<file path="src/rtl/arb4_decode_ctrl.sv">
// arb4_decode_ctrl: round-robin arbiter for one shared 4-way resource.
// Drives registered active-low one-hot select lines (what a 2-to-4 decoder
// would produce), the binary grant index and a grant-valid flag.
// A grant is held for at most MAX_HOLD cycles while another requester waits.
// At least one idle cycle always separates two consecutive grants.
module arb4_decode_ctrl #(
    parameter int MAX_HOLD = 8
) (
    input  logic       clk,
    input  logic       rst,
    input  logic       en,
    input  logic [3:0] req,
    output logic [3:0] gnt_n,
    output logic [1:0] gnt_idx,
    output logic       gnt_valid
);

    // Handshake: requester i raises req[i] and keeps it high while it wants
    // the resource. The grant appears one edge after req is sampled in IDLE.
    // It stays until the requester drops req[i], en falls, or the hold limit
    // expires with another requester waiting. Dropping req[i] releases the
    // grant on the next edge.

    typedef enum logic {
        IDLE  = 1'b0,
        GRANT = 1'b1
    } state_t;

    localparam logic [7:0] HOLD_LAST = 8'(MAX_HOLD - 1);

    state_t     state;
    logic [1:0] last;
    logic [7:0] hold_cnt;

    logic [1:0] pick;
    logic       pick_valid;
    logic [1:0] cand;
    logic [3:0] owner_mask;
    logic       others_waiting;
    logic       hold_expired;
    logic       release_gnt;

    // Rotating priority scan: the first requester after `last` wins.
    // `last` itself is checked last. The scan runs from the lowest priority
    // to the highest so the highest-priority hit is written last.
    always_comb begin
        pick       = last;
        pick_valid = 1'b0;
        cand       = last;
        for (int k = 4; k >= 1; k--) begin
            cand = last + 2'(k);
            if (req[cand]) begin
                pick       = cand;
                pick_valid = 1'b1;
            end
        end
    end

    // Release conditions for the current owner.
    always_comb begin
        owner_mask     = 4'b0001 << gnt_idx;
        others_waiting = |(req & ~owner_mask);
        hold_expired   = (hold_cnt == HOLD_LAST);
        release_gnt    = !req[gnt_idx] || !en || (hold_expired && others_waiting);
    end

    // Grant FSM with registered outputs; no combinational req-to-gnt_n path.
    always_ff @(posedge clk or posedge rst) begin
        if (rst) begin
            state     <= IDLE;
            last      <= 2'd3;
            hold_cnt  <= 8'd0;
            gnt_n     <= 4'b1111;
            gnt_idx   <= 2'd0;
            gnt_valid <= 1'b0;
        end else begin
            case (state)
                IDLE: begin
                    gnt_n     <= 4'b1111;
                    gnt_valid <= 1'b0;
                    if (en && pick_valid) begin
                        state     <= GRANT;
                        gnt_idx   <= pick;
                        last      <= pick;
                        gnt_n     <= ~(4'b0001 << pick);
                        gnt_valid <= 1'b1;
                        hold_cnt  <= 8'd0;
                    end
                end
                GRANT: begin
                    if (release_gnt) begin
                        state     <= IDLE;
                        gnt_n     <= 4'b1111;
                        gnt_valid <= 1'b0;
                    end else if (!hold_expired) begin
                        hold_cnt <= hold_cnt + 8'd1;
                    end
                end
                default: begin
                    state     <= IDLE;
                    gnt_n     <= 4'b1111;
                    gnt_valid <= 1'b0;
                end
            endcase
        end
    end

endmodule

</file>
<file path="config.mk">
export PLATFORM = sky130hd
export DESIGN_NAME = arb4_decode_ctrl
export DESIGN_NICKNAME = d
export VERILOG_FILES = /design/src/rtl/arb4_decode_ctrl.sv
export SDC_FILE = /design/constraint.sdc
export NUM_CORES = 1
export LEC_CHECK = 0
export CAP_MARGIN = 40
export CORE_MARGIN = 2
export CORE_UTILIZATION = 40
export DETAILED_ROUTE_END_ITERATION = 10
export GPL_TIMING_DRIVEN = 0
export PLACE_DENSITY = 0.61
export SYNTH_ARGS = -nofsm -noshare
export SYNTH_HDL_FRONTEND = slang
export SYNTH_SLANG_ARGS = --single-unit
</file>
<file path="constraint.sdc">
create_clock -name clk -period 2.19 [get_ports clk]
set_input_delay 0.438 -clock clk [delete_from_list [all_inputs] [get_ports clk]]
set_output_delay 0.438 -clock clk [all_outputs]
set_load 0.005 [all_outputs]
</file>
==> results of run 1 <==
-- timing repair --
item	CTS	global route
endpoints found under the setup margin	6	10
pin swaps	0	0
setup buffers	0	0
endpoints found under the hold margin	0	0
resized for setup	1	5
-- cell families after synthesis --
family                   count (synthesis)
adder cells (fa/ha/maj)                  1
AND/OR/NAND/NOR                         48
buffers and inverters                    7
AO/OA/AOI/OAI                           27
flip-flops                              18
multiplexers                             4
-- tightest hold or removal path, stage by stage (launching register included) --
cell	delay [ps]
dfstp_2	400
nand2_1	60
nand2_1	50
-- report_power, final --
part	total [µW]	leakage [µW]	switching, µW	internal (µW)
combinational	397	0.000311	187	210
sequential	525	0.000222	88.1	437
clock	211	0.0000210	109	102
total	1130	0.000554	384	749
-- layout by cell type, fill, tap and decap left out, drive strengths merged, types with 2 or more instances in the layout --
cell type / count
nand3: 7
a21oi: 6
or4: 3
o31ai: 2
nand2: 12
a2bb2oi: 2
or2b: 2
nand4: 3
dlymetal6s2s: 3
nand2b: 2
clkdlybuf4s50: 10
nor2: 2
nor3b: 2
or3: 3
dfstp: 6
clkbuf: 5
inv: 5
mux2i: 2
dfrtp: 12
and2: 5
o211ai: 4
o21ai: 5
o22a: 2
-- metrics by stage --
step	power (µW)	worst slack, ps	cell area, µm²	cells	TNS, ps
after floorplan	754.3	304.6	1027	105	0
after global placement	911.4	-348.7	1195	148	-3341
after detailed placement	921.9	-345.5	1195	148	-3205
after CTS	1138	27.60	1235	152	0
after global routing	1208	28.39	1256	152	0
final	1132	78.76	1256	152	0
-- worst max-delay path by stage --
stage / from / endpoint / slack [ps] / cells after the start
global route: req[1] / hold_cnt[0] / 30 / 6
CTS: req[3] / hold_cnt[0] / 30 / 6
global placement: req[3] / hold_cnt[4] / -350 / 5
detailed placement: req[3] / hold_cnt[4] / -350 / 5
floorplan: req[3] / hold_cnt[0] / 300 / 5
finish: req[1] / hold_cnt[0] / 80 / 6
-- cell type report --
type	count	area share
multi-input combinational	80	0.4402
sequential	18	0.3645
timing repair buffer	13	0.1096
tap	30	0.02988
clock buffer	4	0.02888
inverter	5	0.01494
buffer	2	0.01195
-- state kept, by name (all words and copies together), names as in the netlist --
signal     cells
gnt_valid      1
last           2
hold_cnt       8
gnt_n          4
gnt_idx        2
state          1
-- routing by layer --
layer  wire [µm]  global-route usage  up-vias
li1            -                   -      427
met1        1067              0.2530      414
met2         957              0.2381       27
met3         126             0.01639        5
met4          44             0.08750        0
met5           0                   0        -
==> metrics.md, run 1 <==
| Metric | Value |
|---|---|
| Avg Vias per Cell | 5.743 |
| Antenna viol nets, final | 0 |
| Worst path max stage delay | 530 ps |
| Worst-skew pair later-pin latency | 300 ps |
| Post-synthesis net count | 113 |
| Area of the mapped netlist | 1027 µm² |
| Hold_sp | last[1] |
| Worst path top cell family by delay | simple AND/OR/NAND/NOR gates |
| Final Skew | about 1.8 ps |
| Drc violations | 0 |
| Die span in x | 54.68 µm |
| Drt wl/cell | 14.45 µm |
| Number of global-route vias before repair | roughly 770 |
| H-Tree Depth | 1 |
| WS Path Type | input port to register |
| Layout cells sized above 1 | 0.1639 |
| R2R Path End | hold_cnt[4] |
| Crit-path cells | clkdlybuf4s50_1 -> or4_4 -> and2_4 -> buf_6 -> or4_1 -> nand3_1 |
| Slew Viols, Final | 0 |
| FF-to-FF path depth | 4 |
| First-pass GRT wire length | 3.532 mm |
| Vias | about 870 |
| Initial DRC count | 30 |
| Critical path capture point type | register |
| Yosys reg bits | 18 |
| Area leader, netlist | dfrtp_1 |
| Synth cell types | 42 |
| CTS tree | built |
| Synth Warn # | 0 |
| Placer Congestion | 0.8469 |
| WL final | 2.197 mm |
| Ys async rst share | 1.000 |
| Multi-input logic area | 553.0 µm² |
| Number of synthesized flops with an enable pin | 0 |
| CP required | 2440 ps |
| RSZ-0062 raised after global routing | false |
| Xor and xnor area share after synthesis | 0 |
| Worst-margin pin slew | between 700 and 800 ps |
| Worst-path clk slew | 100 ps |
| Chip Height | 54.68 µm |
| Hold Path Class | register to register |
| CP Launch Type | input port |
| Final nets | 131 |
| Worst path slowest cell | clkdlybuf4s50_1 |
| CTS buffer count | 3 |
| Max Freq | between 0.4 and 0.5 GHz |
| Core area | 2455 µm² |
| Critical R2R Launch | gnt_idx[1] |
| DPL Wire Length | 1.562 mm |
| Syn Inst Count | 105 |
| Sink Count | 18 |
| Critical Path Fanout Max | 9 |
| Largest net degree at the start of global routing | 19 |
| Final setup violation count | 0 |
| Final core occ | 0.5117 |
| Maxcap violations | 0 |
| Mean Syn Cell Area | just under 10 µm² |
| Outcome | complete, no violations |
| ANT cells | 0 |
| 1st-pass router iterations | 4 |
| Buffers on Ports | 13 |
| Tcrit/Tclk final | 0.9640 |
| # IOs | 14 |
| Sequential Area | ~460 µm² |
| Leak pwr | between 0.0005 and 0.0006 µW |
| Die area | roughly 3000 µm² |
| CP bufs+invs | 2 |
| CTS Hold Bufs | 0 |
| Initial antenna violation count | 0 |
| # fillers | 230 |
| Hold EP | last[1] |
| Relative slew slack | 0.4883 |
| Register area share after synthesis | 0.4458 |
| Reg2Reg Setup Slack | 240 ps |
| Layout area overhead | 22.29% |
| GR Util All Layers | 0.1689 |
| Global route overflow | 0 |
| Initial Util | 0.4185 |
| Yosys top cell area share | 0.2923 |
| Hold path depth | 2 |
| WHS | 496.1 ps |
| CP arrival | 2360 ps |
| Main combinational cell family by area after synthesis | simple AND/OR/NAND/NOR gates |
| Largest cells by area after synthesis | dfrtp_1 29%, dfstp_2 15%, nand2_1 4.4% |
| Prevailing post-synth register cell | dfrtp_1 |
| Clock Tree Buf Depth | 2 |
| Power Dens Cells | 901.4 nW/µm² |
| Hold Vio Cnt, Final | 0 |
| Standard-cell row count | 18 |
| Worst VDD drop | about 0.58 mV |
| Most instantiated cells after synthesis | 12 x dfrtp_1, 12 x nand2_1, 7 x nand3_1 |
| CTS root buffer | clkbuf_4 |
| Fin crit period | about 2100 ps |
| Synth Area in Adders | 0.01218 |
| Synth Area in Compound Gates | 0.1803 |
| Synth Area in Simple Gates | 0.2728 |
| Mux contribution to synthesized area | 0.05603 |
No activity file was read; power rests on OpenSTA's default activity.
==> run 2, diff against run 1 <==
--- a/config.mk
+++ b/config.mk
@@ -6,11 +6,13 @@
 export NUM_CORES = 1
 export LEC_CHECK = 0
 export CAP_MARGIN = 40
+export CORE_ASPECT_RATIO = 1.4
 export CORE_MARGIN = 2
 export CORE_UTILIZATION = 40
 export DETAILED_ROUTE_END_ITERATION = 10
+export DONT_BUFFER_PORTS = 1
 export GPL_TIMING_DRIVEN = 0
-export PLACE_DENSITY = 0.61
+export PLACE_DENSITY = 0.54
 export SYNTH_ARGS = -nofsm -noshare
 export SYNTH_HDL_FRONTEND = slang
 export SYNTH_SLANG_ARGS = --single-unit
==> metrics.md, run 2 (synthesized netlist as in run 1, its figures left out) <==
| Metric | Value |
|---|---|
| RSZ-0062 raised after global routing | false |
| Met3 Track Usage GR | 0.02542 (+0.009030) |
| Layout cells sized above 1 | 0.1743 (+0.01038) |
| Reg power frac | 0.515 (+0.051) |
| WS Path Type | register to register |
| Buffers on Ports | 0 (-13) |
| Critical Path Fanout Max | 8 (-1) |
| Critical path capture point type | register |
| Net Sw Frac | 0.3531 (+0.01429) |
| CTS root buffer | clkbuf_4 |
| Worst VDD drop | 0.6243 mV (+7.7%) |
| Relative slew slack | 0.4626 (-0.02564) |
| R2R Path End | gnt_valid |
| WL final | 2.255 mm (+2.6%) |
| CTS tree | built |
| GR Layer Usage met2 | 0.2637 (+0.02560) |
| Final nets | 118 (-9.9%) |
| Vias | 828 (-5.2%) |
| Commonest non-fill, non-tap cells in the layout | 12 x nand2_1, 12 x dfrtp_1, 7 x nand3_1, 6 x a21oi_1, 6 x dfstp_2 |
| ANT cells | 0 (unchanged) |
| CP required | 2340 ps (-100 ps) |
| Busiest grt layer | met2 |
| Regs by FF count | hold_cnt: 8 flops, gnt_n: 4 flops |
| Die area | 2995 µm² (+0.20%) |
| Final setup violation count | 0 (unchanged) |
| Largest register FFs | 8 (unchanged) |
| Largest net degree at the start of global routing | 19 (unchanged) |
| Placer Congestion | 0.7949 (-6.1%) |
| Initial DRC count | 17 (-43%) |
| DPL Wire Length | 1.641 mm (+5.1%) |
| Clock Tree Buf Depth | 2 (unchanged) |
| Critical R2R Launch | hold_cnt[0] |
| 1st-pass router iterations | 4 (unchanged) |
| Power Dens Cells | 934.2 nW/µm² (+3.6%) |
| Sink Count | 18 (unchanged) |
| GR Layer Usage met1 | 0.2176 (-0.03541) |
| Worst-skew pair later-pin latency | 290 ps (about the same) |
| Chip Height | 63.96 µm (+17%) |
| Initial Util | 0.4249 (+0.006498) |
| Fin crit period | 1970 ps (-141.1 ps) |
| Clock Power Share | 0.201 (+0.015) |
| Reg2Reg Setup Slack | 220 ps (-20 ps) |
| # IOs | 14 (unchanged) |
| CP arrival | 2120 ps (-240 ps) |
| Leak pwr | 0.0004741 µW (-14%) |
| Pwr Total | 1043 µW (-7.9%) |
| Die span in x | 46.83 µm (-14%) |
| CP Launch Type | register |
| CTS buffer count | 3 (unchanged) |
| Resize count post-CTS | 2 (+1) |
| Tcrit/Tclk final | 0.8996 (-0.06442) |
| Worst-margin pin slew | 801.2 ps (+38.23 ps) |
| Global route overflow | 0 (unchanged) |
| Sequential Area | 457.9 µm² (unchanged) |
| First-pass GRT wire length | 3.684 mm (+4.3%) |
| Largest Register | hold_cnt |
| GR Util All Layers | 0.1691 (+0.0002536) |
| Final Skew | 5.299 ps (+3.535 ps) |
| P_int | 674.5 µW (-9.9%) |
| Max Freq | 0.5076 GHz (+7.2%) |
| Psw | 368.1 µW (-4.0%) |
| Drt wl/cell | 15.77 µm (+9.1%) |
| Post-CTS setup buffer count | 0 (unchanged) |
| Worst setup path start | hold_cnt[0] |
| Drc violations | 0 (unchanged) |
| Worst-path clk slew | 110 ps (about the same) |
| Hold Vio Cnt, Final | 0 (unchanged) |
| Number of global-route vias before repair | 809 (+5.3%) |
| Standard-cell row count | 21 (+3) |
| Core area | 2417 µm² (-1.5%) |
| Initial antenna violation count | 0 (unchanged) |
| Avg Vias per Cell | 5.790 (+0.81%) |
| # fillers | 248 (+7.8%) |
| H-Tree Depth | 1 (unchanged) |
| Gate power share | 0.285 (-0.065) |
| FF-to-FF path depth | 5 (+1) |
| Multi-input logic area | 545.5 µm² (-1.4%) |
| Setup TNS | 0 ps (unchanged) |
| Antenna viol nets, final | 0 (unchanged) |
| Slew Viols, Final | 0 (unchanged) |
| Layout area overhead | 8.648% |
| Outcome | complete, no violations |
| Maxcap violations | 0 (unchanged) |
| CTS Hold Bufs | 0 (unchanged) |
| Hold Path Class | input port to asynchronous set/reset pin |
run 2: cell types whose count changed in the layout (fill, tap and decap cells not counted), sizes merged:
| cell | delta |
|---|---|
| dlymetal6s2s | -3 |
| clkdlybuf4s50 | -10 |
run 2: per-stage QoR:
step	cells	area [µm²]	worst slack (ps)	hold WS, ps	util
final	143	1116	219.8	114.8	0.4617
after global routing	143	1116	89.51	176.6	0.4617
after CTS	143	1116	192.6	132.7	0.4617
after detailed placement	139	1070	-137.0	470.0	0.4425
after global placement	139	1070	-76.18	467.1	0.4425
after floorplan	105	1027	304.6	372.2	-
run 2: power groups by stage:
stage | Sequential [µW] | Combinational (µW) | Clock, µW
2_1_floorplan | 511 | 243 | 0
3_3_place_gp | 539 | 292 | 0
3_5_place_dp | 543 | 300 | 0
4_1_cts | 537 | 301 | 215
5_1_grt | 548 | 339 | 228
6_report | 536 | 297 | 209
run 2: how the worst max path moves through the flow:
stage	end	slack [ps]
2_1_floorplan	hold_cnt[0]	300
3_3_place_gp	gnt_valid	-80
3_5_place_dp	gnt_valid	-140
4_1_cts	hold_cnt[4]	190
5_1_grt	hold_cnt[4]	90
6_report	gnt_valid	220
run 2: per-layer routing:
metal / share of wire / vias to the layer above
li1: - / 405
met1: 0.43 / 407
met2: 0.53 / 12
met3: 0.020 / 4
met4: 0.017 / 0
met5: 0 / -
run 2: cell type report:
cell class                      instances  share of cell area
Buffer                                  2             0.01345
Clock buffer                            4             0.03251
Inverter                                5             0.01682
Multi-Input combinational cell         80              0.4888
Sequential cell                        18              0.4103
Tap cell                               34             0.03812
run 2: worst max-delay path: stages (launching register included):
cell      delay (ps)
dfrtp_1          450
ha_1             250
nor4b_2          350
o311ai_1         240
o21ai_2          390
o21ai_0          150
==> run 3, diff against run 2 <==
--- a/config.mk
+++ b/config.mk
@@ -12,7 +12,7 @@
 export DETAILED_ROUTE_END_ITERATION = 10
 export DONT_BUFFER_PORTS = 1
 export GPL_TIMING_DRIVEN = 0
-export PLACE_DENSITY = 0.54
+export PLACE_DENSITY = 0.66
 export SYNTH_ARGS = -nofsm -noshare
 export SYNTH_HDL_FRONTEND = slang
 export SYNTH_SLANG_ARGS = --single-unit
==> metrics.md, run 3 (synthesized netlist as in run 1, its figures left out) <==
| Metric | Value |
|---|---|
| Outcome | complete, no violations |
| Psw | 364.3 µW (-1.0%) |
| Vias | 830 (+0.24%) |
| Die span in x | 46.83 µm (unchanged) |
| H-Tree Depth | 1 (unchanged) |
| DPL Wire Length | 1.639 mm (-0.15%) |
| CP required | 2400 ps (+60 ps) |
| Largest register FFs | 8 (unchanged) |
| Global route overflow | 0 (unchanged) |
| Max Freq | 0.5120 GHz (+0.87%) |
| Drt wl/cell | 15.20 µm (-3.6%) |
| CP bufs+invs | 0 (unchanged) |
| P_int | 675.4 µW (+0.13%) |
| # fillers | 264 (+6.5%) |
| Clock Tree Buf Depth | 2 (unchanged) |
| Commonest non-fill, non-tap cells in the layout | 12 x nand2_1, 12 x dfrtp_1, 7 x nand3_1, 6 x a21oi_1, 6 x dfstp_2 |
| Gate power share | 0.285 (about the same) |
| Initial antenna violation count | 0 (unchanged) |
| WL final | 2.174 mm (-3.6%) |
| Final nets | 118 (unchanged) |
| Chip Height | 63.96 µm (unchanged) |
| Initial Util | 0.4249 (unchanged) |
| Worst path slowest cell | or3_2 |
| CP arrival | 2160 ps (+40 ps) |
| Initial DRC count | 19 (+2) |
| Sink Count | 18 (unchanged) |
| Buffers on Ports | 0 (unchanged) |
| Largest Register | hold_cnt |
| Tcrit/Tclk final | 0.8919 (-0.007767) |
| Net Sw Frac | 0.3504 (-0.002662) |
| Pwr Total | 1040 µW (-0.28%) |
| Clock Power Share | 0.201 (about the same) |
| Slew Viols, Final | 0 (unchanged) |
| Layout cells sized above 1 | 0.1743 (unchanged) |
| Largest net degree at the start of global routing | 19 (unchanged) |
| CTS root buffer | clkbuf_4 |
| Worst-margin pin slew | 690.5 ps (-110.7 ps) |
| CTS buffer count | 3 (unchanged) |
| Drc violations | 0 (unchanged) |
| Standard-cell row count | 21 (unchanged) |
| Die area | 2995 µm² (unchanged) |
| Regs by FF count | hold_cnt: 8 flops, gnt_n: 4 flops |
| 1st-pass router iterations | 4 (unchanged) |
| Reg power frac | 0.515 (about the same) |
| # IOs | 14 (unchanged) |
| Worst-path clk slew | 110 ps (about the same) |
| CTS tree | built |
| Final instance area | 1116 µm² (unchanged) |
| Placed cell areas | 1070 µm² (unchanged) |
| Fin crit period | 1953 ps (-17.01 ps) |
| GR Util All Layers | 0.1780 (+0.008855) |
| Relative slew slack | 0.5369 (+0.07423) |
| First-pass GRT wire length | 4.050 mm (+9.9%) |
| ANT cells | 0 (unchanged) |
| Power Dens Cells | 931.6 nW/µm² (-0.28%) |
| Worst VDD drop | 0.6443 mV (+3.2%) |
| Worst-skew pair later-pin latency | 290 ps (about the same) |
| Number of global-route vias before repair | 888 (+9.8%) |
| Avg Vias per Cell | 5.804 (+0.24%) |
| Final setup violation count | 0 (unchanged) |
| Critical path capture point type | register |
| Crit-path cells | or3_2 -> o311ai_1 -> o21ai_2 -> o31ai_1 |
| Placer Congestion | 0.7493 (-5.7%) |
| Antenna viol nets, final | 0 (unchanged) |
| Setup TNS | 0 ps (unchanged) |
| Layout area overhead | 8.648% (unchanged) |
| Leak pwr | 0.0004741 µW (unchanged) |
| Worst path top cell family by delay | compound AO/OA/AOI/OAI gates |
| Hold Path Class | input port to asynchronous set/reset pin |
| Final Skew | 5.654 ps (+0.3549 ps) |
| Critical Path Fanout Max | 8 (unchanged) |
| RSZ-0062 raised after global routing | false |
| Hold Vio Cnt, Final | 0 (unchanged) |
| WHS | 116.8 ps (+2.029 ps) |
| Core area | 2417 µm² (unchanged) |
| CTS Hold Bufs | 0 (unchanged) |
| Worst path max stage delay | 500 ps (+50 ps) |
| Maxcap violations | 0 (unchanged) |
| CP Launch Type | register |
| WS Path Type | register to register |
run 3: power groups by stage:
stage | Sequential (µW) | Combinational, µW | Clock (µW)
after floorplan | 511 | 243 | 0
after global placement | 536 | 286 | 0
after detailed placement | 540 | 298 | 0
after CTS | 535 | 299 | 215
after global routing | 553 | 340 | 224
final | 535 | 296 | 209
run 3: area by class of cell:
type	instances	area (µm²)	share of cell area
buffer	2	15.01	0.01345
clock buffer	4	36.28	0.03251
inverter	5	18.77	0.01682
multi-input combinational	80	545.5	0.4888
sequential	18	457.9	0.4103
tap	34	42.54	0.03812
run 3: layer usage:
metal	share of wire	up-vias	track usage
li1	-	404	-
met1	0.41	413	0.2306
met2	0.55	11	0.3065
met3	0.026	2	0.02825
met4	0.014	0	0.02778
met5	0	-	0
run 3: worst reg2reg max path, stage by stage (launching register included):
cell      delay, ps
dfrtp_1         450
or3_2           500
o311ai_1        440
o21ai_2         220
o31ai_1         270
run 3: path summary, 6_finish.rpt:
kind,from,to,slack [ps],depth (start not counted)
setup / recovery,gnt_idx[1],hold_cnt[4],240,4
hold / removal,rst,gnt_valid,120,1
setup reg to reg,gnt_idx[1],hold_cnt[4],240,4
hold reg to reg,last[1],last[1],500,2
max in group asynchronous,rst,hold_cnt[0],1640,1
min in group clk,req[1],gnt_n[0],500,3
run 3: repair_timing:
item | 4_1_cts | 5_1_grt
endpoints found under the setup margin | 8 | 8
setup buffers | 0 | 0
gates resized for setup | 1 | 1
run 3: stage by stage:
stage / setup slack, ps / util / std cells
2_1_floorplan: 304.6 / - / 105
3_3_place_gp: -79.42 / 0.4425 / 139
3_5_place_dp: -91.64 / 0.4425 / 139
4_1_cts: 38.62 / 0.4591 / 143
5_1_grt: 92.12 / 0.4617 / 143
6_report: 236.8 / 0.4617 / 143
